File: src/rtl/mcp_pkg.sv
// Shared types and helpers for the multicycle-path capture stage.
package mcp_pkg;

  typedef enum logic {
    IDLE = 1'b0,
    HOLD = 1'b1
  } mcp_state_e;

  localparam int MCP_MIN_CYCLES = 1;

  function automatic int mcp_cnt_w(input int n);
    int w;
    w = $clog2(n);
    return (w < 1) ? 1 : w;
  endfunction

endpackage

File: src/rtl/mcp_capture_pipe_hold_counter.sv
// Down-counter that times how long the launch word stays stable; stops at zero.
module mcp_hold_counter #(
  parameter int CNT_W = 1
) (
  input  logic             clk,
  input  logic             rst_n,
  input  logic             load,
  input  logic [CNT_W-1:0] load_val,
  input  logic             dec,
  output logic             zero
);

  logic [CNT_W-1:0] cnt_reg;

  // Saturates at zero: the terminal value is detected, never wrapped.
  always_ff @(posedge clk or negedge rst_n) begin
    if (!rst_n) begin
      cnt_reg <= '0;
    end else if (load) begin
      cnt_reg <= load_val;
    end else if (dec && (cnt_reg != '0)) begin
      cnt_reg <= cnt_reg - 1'b1;
    end
  end

  assign zero = (cnt_reg == '0);

endmodule

File: src/rtl/mcp_capture_pipe.sv
// Single-clock multicycle-path capture stage with valid/ready input and pulsed output.
// Optional launch parity check enabled by defining MCP_PARITY_EN (adds port par_err).
module mcp_capture_pipe
  import mcp_pkg::*;
#(
  parameter int WIDTH      = 8,
  parameter int MCP_CYCLES = 2
) (
  input  logic             clk,
  input  logic             rst_n,
  input  logic             in_valid,
  output logic             in_ready,
  input  logic [WIDTH-1:0] in_data,
  output logic             out_valid,
  output logic [WIDTH-1:0] out_data,
  output logic             busy
`ifdef MCP_PARITY_EN
  ,
  output logic             par_err
`endif
);

  localparam int MCP_EFF = (MCP_CYCLES < MCP_MIN_CYCLES) ? MCP_MIN_CYCLES : MCP_CYCLES;
  localparam int CNT_W = mcp_cnt_w(MCP_EFF);
  localparam logic [CNT_W-1:0] LOAD_VAL = CNT_W'(MCP_EFF - 1);

  mcp_state_e state_reg, state_next;
  logic [WIDTH-1:0] launch_q_reg;
  logic [WIDTH-1:0] out_data_reg;
  logic             out_valid_reg;
  logic             cnt_zero;
  logic             accept;
  logic             capture;

  always_comb begin
    state_next = state_reg;
    in_ready   = 1'b1;
    capture    = 1'b0;
    case (state_reg)
      IDLE: begin
        if (in_valid) state_next = HOLD;
      end
      HOLD: begin
        in_ready = cnt_zero;
        capture  = cnt_zero;
        if (cnt_zero && !in_valid) state_next = IDLE;
      end
      default: state_next = IDLE;
    endcase
  end

  assign accept = in_valid && in_ready;
  assign busy   = (state_reg == HOLD);

  mcp_hold_counter #(
    .CNT_W(CNT_W)
  ) u_hold_counter (
    .clk     (clk),
    .rst_n   (rst_n),
    .load    (accept),
    .load_val(LOAD_VAL),
    .dec     (busy && !cnt_zero),
    .zero    (cnt_zero)
  );

  always_ff @(posedge clk or negedge rst_n) begin
    if (!rst_n) begin
      state_reg <= IDLE;
    end else begin
      state_reg <= state_next;
    end
  end

  // Capture reads the pre-edge launch word, so a same-edge reload is safe.
  always_ff @(posedge clk or negedge rst_n) begin
    if (!rst_n) begin
      launch_q_reg  <= '0;
      out_data_reg  <= '0;
      out_valid_reg <= 1'b0;
    end else begin
      out_valid_reg <= capture;
      if (capture) out_data_reg <= launch_q_reg;
      if (accept) launch_q_reg <= in_data;
    end
  end

  assign out_valid = out_valid_reg;
  assign out_data  = out_data_reg;

`ifdef MCP_PARITY_EN
  logic par_reg;
  logic par_err_reg;

  always_ff @(posedge clk or negedge rst_n) begin
    if (!rst_n) begin
      par_reg     <= 1'b0;
      par_err_reg <= 1'b0;
    end else begin
      if (accept) par_reg <= ^in_data;
      if (capture && ((^launch_q_reg) != par_reg)) par_err_reg <= 1'b1;
    end
  end

  assign par_err = par_err_reg;
`endif

endmodule

File: config.mk
export PLATFORM = sky130hd
export DESIGN_NAME = mcp_capture_pipe
export DESIGN_NICKNAME = d
export VERILOG_FILES = /design/src/rtl/mcp_pkg.sv /design/src/rtl/mcp_capture_pipe_hold_counter.sv /design/src/rtl/mcp_capture_pipe.sv
export SDC_FILE = /design/constraint.sdc
export NUM_CORES = 1
export LEC_CHECK = 0
export ABC_AREA = 1
export ABC_CLOCK_PERIOD_IN_PS = 1150
export CORE_MARGIN = 5
export CORE_UTILIZATION = 43
export DETAILED_ROUTE_END_ITERATION = 12
export HOLD_SLACK_MARGIN = 0.02
export PLACE_DENSITY = 0.75
export SETUP_SLACK_MARGIN = 0.5
export SYNTH_ARGS = -nofsm -noshare
export SYNTH_HDL_FRONTEND = slang
export SYNTH_SLANG_ARGS = --single-unit
File: constraint.sdc
create_clock -name clk -period 1.15 [get_ports clk]
set_input_delay 0.23 -clock clk [delete_from_list [all_inputs] [get_ports clk]]
set_output_delay 0.23 -clock clk [all_outputs]
set_load 0.01 [all_outputs]
==> results of run 1 <==
## per-layer routing
metal / wire length [um] / part of all wire / up-vias / global-route usage
met4: 46 / 0.030 / 0 / 0.0894
met5: 0 / 0 / - / 0
li1: - / - / 320 / -
met2: 702 / 0.45 / 21 / 0.211
met3: 95 / 0.061 / 5 / 0.0207
met1: 712 / 0.46 / 291 / 0.187
## power groups by stage
stage	registers (mW)	logic (mW)	clock network [mW]
after floorplan	1.23	0.514	0
after global placement	1.13	1.16	0
after detailed placement	1.14	1.18	0
after CTS	1.15	1.35	0.332
after global routing	1.20	1.74	0.366
final	1.16	1.55	0.332
## synth_stat cells
| library cell | number | share of area |
|---|---|---|
| nand3_1 | 8 | 0.056 |
| dfrtp_1 | 19 | 0.67 |
| nand2_2 | 1 | 0.0088 |
| buf_2 | 2 | 0.014 |
| nand2_1 | 43 | 0.23 |
| inv_1 | 2 | 0.011 |
| nor2_2 | 1 | 0.0088 |
| o21ai_0 | 1 | 0.0070 |
## stage by stage
stage	util	setup TNS, ns	hold WS (ns)	setup WS [ns]
floorplan	-	0	-0.0656	0.276
global placement	0.646	-0.137	0.455	-0.0729
detailed placement	0.646	-0.130	0.454	-0.0662
CTS	0.692	-0.0328	0.135	-0.0281
global route	0.732	-0.224	0.139	-0.0625
finish	0.732	-0.0382	0.130	-0.0324
## cell families after synthesis
logic type / count (synthesis) / synth area share
flops: 19 / 0.668
buf+inv: 4 / 0.0246
simple gates: 53 / 0.301
compound gates: 1 / 0.00702
## worst paths after layout
| path | startpoint | end | slack [ns] |
|---|---|---|---|
| worst max-delay path | busy$_DFF_PN0_ | busy | -0.03 |
| worst min register to register | out_data[7]$_DFFE_PN0P_ | out_data[7]$_DFFE_PN0P_ | 0.48 |
| worst max register to register | busy$_DFF_PN0_ | out_data[6]$_DFFE_PN0P_ | 0.02 |
| worst min-delay path | rst_n | u_hold_counter.cnt_reg$_DFFE_PN0P_ | 0.13 |
| min in group clk | in_valid | busy$_DFF_PN0_ | 0.45 |
| max in group asynchronous | rst_n | out_data[3]$_DFFE_PN0P_ | 0.65 |
## worst reg2reg max path: stages (launching register included)
cell,delay [ns]
dfrtp_2,0.43
buf_6,0.12
buf_4,0.12
buf_6,0.12
inv_6,0.06
nor2_4,0.05
nand2_2,0.07
nand2_2,0.05
## area by class of cell
type / instances / share of cell area
multi-input combinational: 55 / 0.262
sequential: 19 / 0.422
tap: 16 / 0.0177
inverter: 2 / 0.0111
clock buffer: 4 / 0.0233
timing repair buffer: 36 / 0.264
## repair_timing
action / CTS / global route
endpoints found under the setup margin: 30 / 30
cloned: 2 / 0
setup buffers: 3 / 4
gates resized for setup: 66 / 9
pin swaps: 1 / 7
hold buffers: 0 / 0
==> impl_metrics.yaml, run 1 <==
cells_and_area:
  mostFrequentLayoutCell: "nand2_1"
  final_cells: 132
  regArea_sq_um: 477
  antennaDiodeCount: 0
  area_growth_pct: 58.5
  design_area_sq_um: 1130
  mostFrequentLayoutCells: "28 x nand2_1, 18 x dfrtp_1, 14 x nand2_2, 10 x buf_4"
  final_nets: 128
  layout-drive-gt1-share: 0.440
  multi_input_area_sq_um: 295
  fillers: 127
worst_setup_path:
  cp.depth: 2
  critical_path.most_common_cell: "buf_6"
  critPathLaunchType: "flop"
  cp_top_family: "flip-flops"
  cpMaxStageDelayCell: "dfrtp_2"
  crit_chain: "buf_6 -> buf_6"
  path_buf_inv: 2
  reg2regPathDepth: 7
  arrival_ns: 0.95
  critPathKind: "reg -> out"
  path_max_fanout: 2
  cp_slowest_stage_delay_ns: 0.43
  end_kind: "output port"
  required_ns: 0.92
clocking:
  numCtsBuffers: 3
  htree_num_levels: 1
  tritoncts: "yes"
  clkTransAtPathRegs_ns: 0.10
  cts_buffer_depth: 2
  cts.sinks: 19
  clockRootBuffer: "clkbuf_4"
  clk_latency_ns: 0.29
timing:
  period_needed_ns: 1.18
  maxSlewHeadroom: 0.856
  rsz0062_at_grt: "yes"
  finClkSkew_ns: 0.00271
  worst_slack_ns: -0.0324
  tightest_slew_ns: 0.216
  post-route-period-util: 1.03
  setup_violations: 2
  clock.fmax_ghz: 0.846
  slew_violations: 0
  hold_viol: 0
routing:
  wirelength_mm: 1.56
  routed-via-count: 637
  wl_per_cell_um: 11.8
  drc: 0
  final_antenna_net_count: 0
  firstDrtPassIters: 4
  viasPerCell: 4.83
  drt-initial-drc-count: 6
synthesis:
  mappedNetlistArea_sq_um: 712
  syn_nets: 88
  syn_area_per_cell_sq_um: 9.25
  synth_cell_type_count: 8
  synth_seq_cells: 19
  synth_cells: 77
  ys_warn_count: 0
  synth_seq_area_share: 0.668
global_route:
  grt-ovfl-total: 0
  grt_pass1_vias: 662
  grt_first_pass_wirelength_mm: 2.84
  grt_max_degree: 11
  antenna_found_initial: 0
  grt_usage: 0.140
floorplanning:
  ioPinCount: 22
  start_util: 0.462
  die_y_um: 50.7
  core_area_sq_um: 1540
  rows: 14
  die-area_sq_um: 2570
  die_w_um: 50.7
pwr:
  p_leak_nw: 0.597
  power_frac_clock: 0.109
  p_sw_mw: 1.17
  seq_power_share: 0.381
  p_comb_frac: 0.510
  intPower_mw: 1.87
  p_per_area_nw_per_um2: 2700
  power_mw: 3.04
  vdd_ir_drop_max_v: 0.00159
  sw_frac_of_total: 0.385
placed_design:
  dp_cells: 119
  dp.final_hpwl_mm: 1.01
  gp_congestion: 0.732
  port_buffers: 21
  dpl_cell_area_sq_um: 996
run_status:
  violations: "negative setup slack"
  status: "complete, but fails checks"
min_path:
  hold_path_class: "in -> async"
job:
  cap_violations: 0
(Power assumes the default switching activity.)
==> run 2: changes to the inputs <==
Settings changed: CAP_MARGIN from default to 30, CORE_UTILIZATION 43 to 44, CTS_BUF_LIST from default to sky130_fd_sc_hd__clkbuf_2 sky130_fd_sc_hd__clkbuf_4 sky130_fd_sc_hd__clkbuf_8, PLACE_DENSITY 0.75 to 0.76, TNS_END_PERCENT from default to 10.
==> run 2 against run 1 <==
The flow still finishes with violations (negative setup slack). Clock skew increased by 0.0064 ns. Global-route usage decreased by 0.78 points. Critical path depth unchanged. Sequential power about the same. Count of clock-buffer cells in the layout decreased by 1. First-iteration DRC count increased by 120%. Via count decreased by 9.6%. Sequential cell count unchanged. Utilization decreased by 7.8 points. Register-to-register slack improved by 0.07 ns. Setup slack got worse by 0.0039 ns. Non-clock buffer count decreased by 9. Critical path type unchanged. Largest power group is now registers. Highest routed layer unchanged.
==> impl_metrics.yaml, run 2 (synthesis gave the netlist of run 1 again) <==
run_status:
  status: "complete, but fails checks"
  violations: "negative setup slack"
floorplanning:
  rows: 14
  core_area_sq_um: 1520
  ioPinCount: 22
  start_util: 0.467
  die_y_um: 50.2
  die-area_sq_um: 2520
  die_w_um: 50.2
routing:
  firstDrtPassIters: 4
  drc: 0
  viasPerCell: 4.72
  final_antenna_net_count: 0
  wirelength_mm: 1.44
  drt-initial-drc-count: 13
  routed-via-count: 576
  wl_per_cell_um: 11.8
min_path:
  hold_path_class: "in -> async"
clocking:
  tritoncts: "yes"
  cts_buffer_depth: 2
  clockRootBuffer: "clkbuf_4"
  clkTransAtPathRegs_ns: 0.11
  cts.sinks: 19
  htree_num_levels: 1
  postCtsHoldBufs: 0
  numCtsBuffers: 3
  clk_latency_ns: 0.31
global_route:
  grt_max_degree: 20
  grt_usage: 0.133
  grt-ovfl-total: 0
  grt_first_pass_wirelength_mm: 2.47
  antenna_found_initial: 0
  grt_pass1_vias: 537
worst_setup_path:
  cpMaxStageDelayCell: "dfrtp_2"
  cp_top_family: "flip-flops"
  arrival_ns: 0.96
  critPathKind: "reg -> out"
  crit_chain: "nand2_2 -> buf_6"
  required_ns: 0.92
  path_buf_inv: 1
  end_kind: "output port"
  timing.rr.start: "u_hold_counter.cnt_reg$_DFFE_PN0P_"
  cp_slowest_stage_delay_ns: 0.46
  critPathLaunchType: "flop"
  startpoint: "busy$_DFF_PN0_"
  path_max_fanout: 5
cells_and_area:
  mostFrequentLayoutCell: "nand2_1"
  layout-drive-gt1-share: 0.236
  fillers: 140
  area_growth_pct: 40.1
  antennaDiodeCount: 0
  mostFrequentLayoutCells: "42 x nand2_1, 18 x dfrtp_1, 10 x clkdlybuf4s50_1, 8 x nand3_1, 7 x buf_2"
  utilization: 0.654
  design_area_sq_um: 997
  final_nets: 118
pwr:
  p_leak_nw: 0.542
  vdd_ir_drop_max_v: 0.00129
  p_per_area_nw_per_um2: 2600
timing:
  tightest_slew_ns: 0.266
  maxSlewHeadroom: 0.822
  worst_slack_ns: -0.0363
  period_needed_ns: 1.19
  rsz0062_at_grt: "yes"
  clock.fmax_ghz: 0.843
  slew_violations: 0
  setup_violations: 1
  whs_ns: 0.230
  post-route-period-util: 1.03
  hold_viol: 0
  finClkSkew_ns: 0.00908
job:
  cap_violations: 0
placed_design:
  port_buffers: 21
  gp_congestion: 0.756
  dpl_cell_area_sq_um: 970
  dp.final_hpwl_mm: 1.05
[run 2: cell types whose count changed in the layout (fill, tap and decap cells not counted), moves of 2 or more]
cell / delta
nand2_1: +14
nand2_2: -13
buf_4: -4
buf_6: -3
buf_2: -2
inv_1: +2
[run 2: timing repair]
action / 4_1_cts / 5_1_grt
setup buffers: 2 / 0
setup endpoints to repair: 30 / 30
pin swaps: 1 / 0
gates resized for setup: 47 / 4
[run 2: power breakdown]
group          total (mW)  internal [mW]  switching [mW]
clock               0.347          0.130           0.217
combinational        1.09          0.496           0.593
sequential           1.15          0.976           0.178
[run 2: through the flow]
| step | setup WS, ns | instances | power (mW) | TNS, ns |
|---|---|---|---|---|
| floorplan | 0.270 | 77 | 1.73 | 0 |
| global placement | -0.0898 | 116 | 2.23 | -0.126 |
| detailed placement | -0.0947 | 116 | 2.27 | -0.156 |
| CTS | -0.0243 | 122 | 2.55 | -0.0243 |
| global route | -0.0803 | 122 | 2.81 | -0.110 |
| finish | -0.0363 | 122 | 2.59 | -0.0363 |
[run 2: layout make-up]
| class | instances | area (sq um) | share of cell area |
|---|---|---|---|
| inverter | 2 | 7.51 | 0.00753 |
| timing repair buffer | 27 | 225 | 0.226 |
| clock inverter | 1 | 5.00 | 0.00502 |
| sequential | 19 | 477 | 0.478 |
| clock buffer | 3 | 22.5 | 0.0226 |
| multi-input combinational | 54 | 240 | 0.241 |
| tap | 16 | 20.0 | 0.0201 |
[run 2: per-layer routing]
layer / routed length, um / up-vias / GRT usage / share of wire
li1: - / 299 / - / -
met1: 656 / 255 / 0.159 / 0.46
met2: 626 / 18 / 0.192 / 0.44
met3: 109 / 4 / 0.0355 / 0.076
met4: 44 / 0 / 0.118 / 0.031
met5: 0 / - / 0 / 0
[run 2: final timing paths]
check | to | slack, ns | cells past startpoint
max | in_ready | -0.04 | 2
min | launch_q_reg[6]$_DFFE_PN0P_ | 0.23 | 2
max reg2reg | out_data[2]$_DFFE_PN0P_ | 0.09 | 5
min reg2reg | out_data[1]$_DFFE_PN0P_ | 0.48 | 2
max in group asynchronous | busy$_DFF_PN0_ | 0.71 | 2
min in group clk | launch_q_reg[3]$_DFFE_PN0P_ | 0.47 | 3
[run 2: worst register-to-register path: cells and delay by family, from the launching register on]
kind / cells / cell delay (ns)
buffers and inverters: 2 / 0.22
DFF: 1 / 0.40
and+or+nand+nor: 3 / 0.35
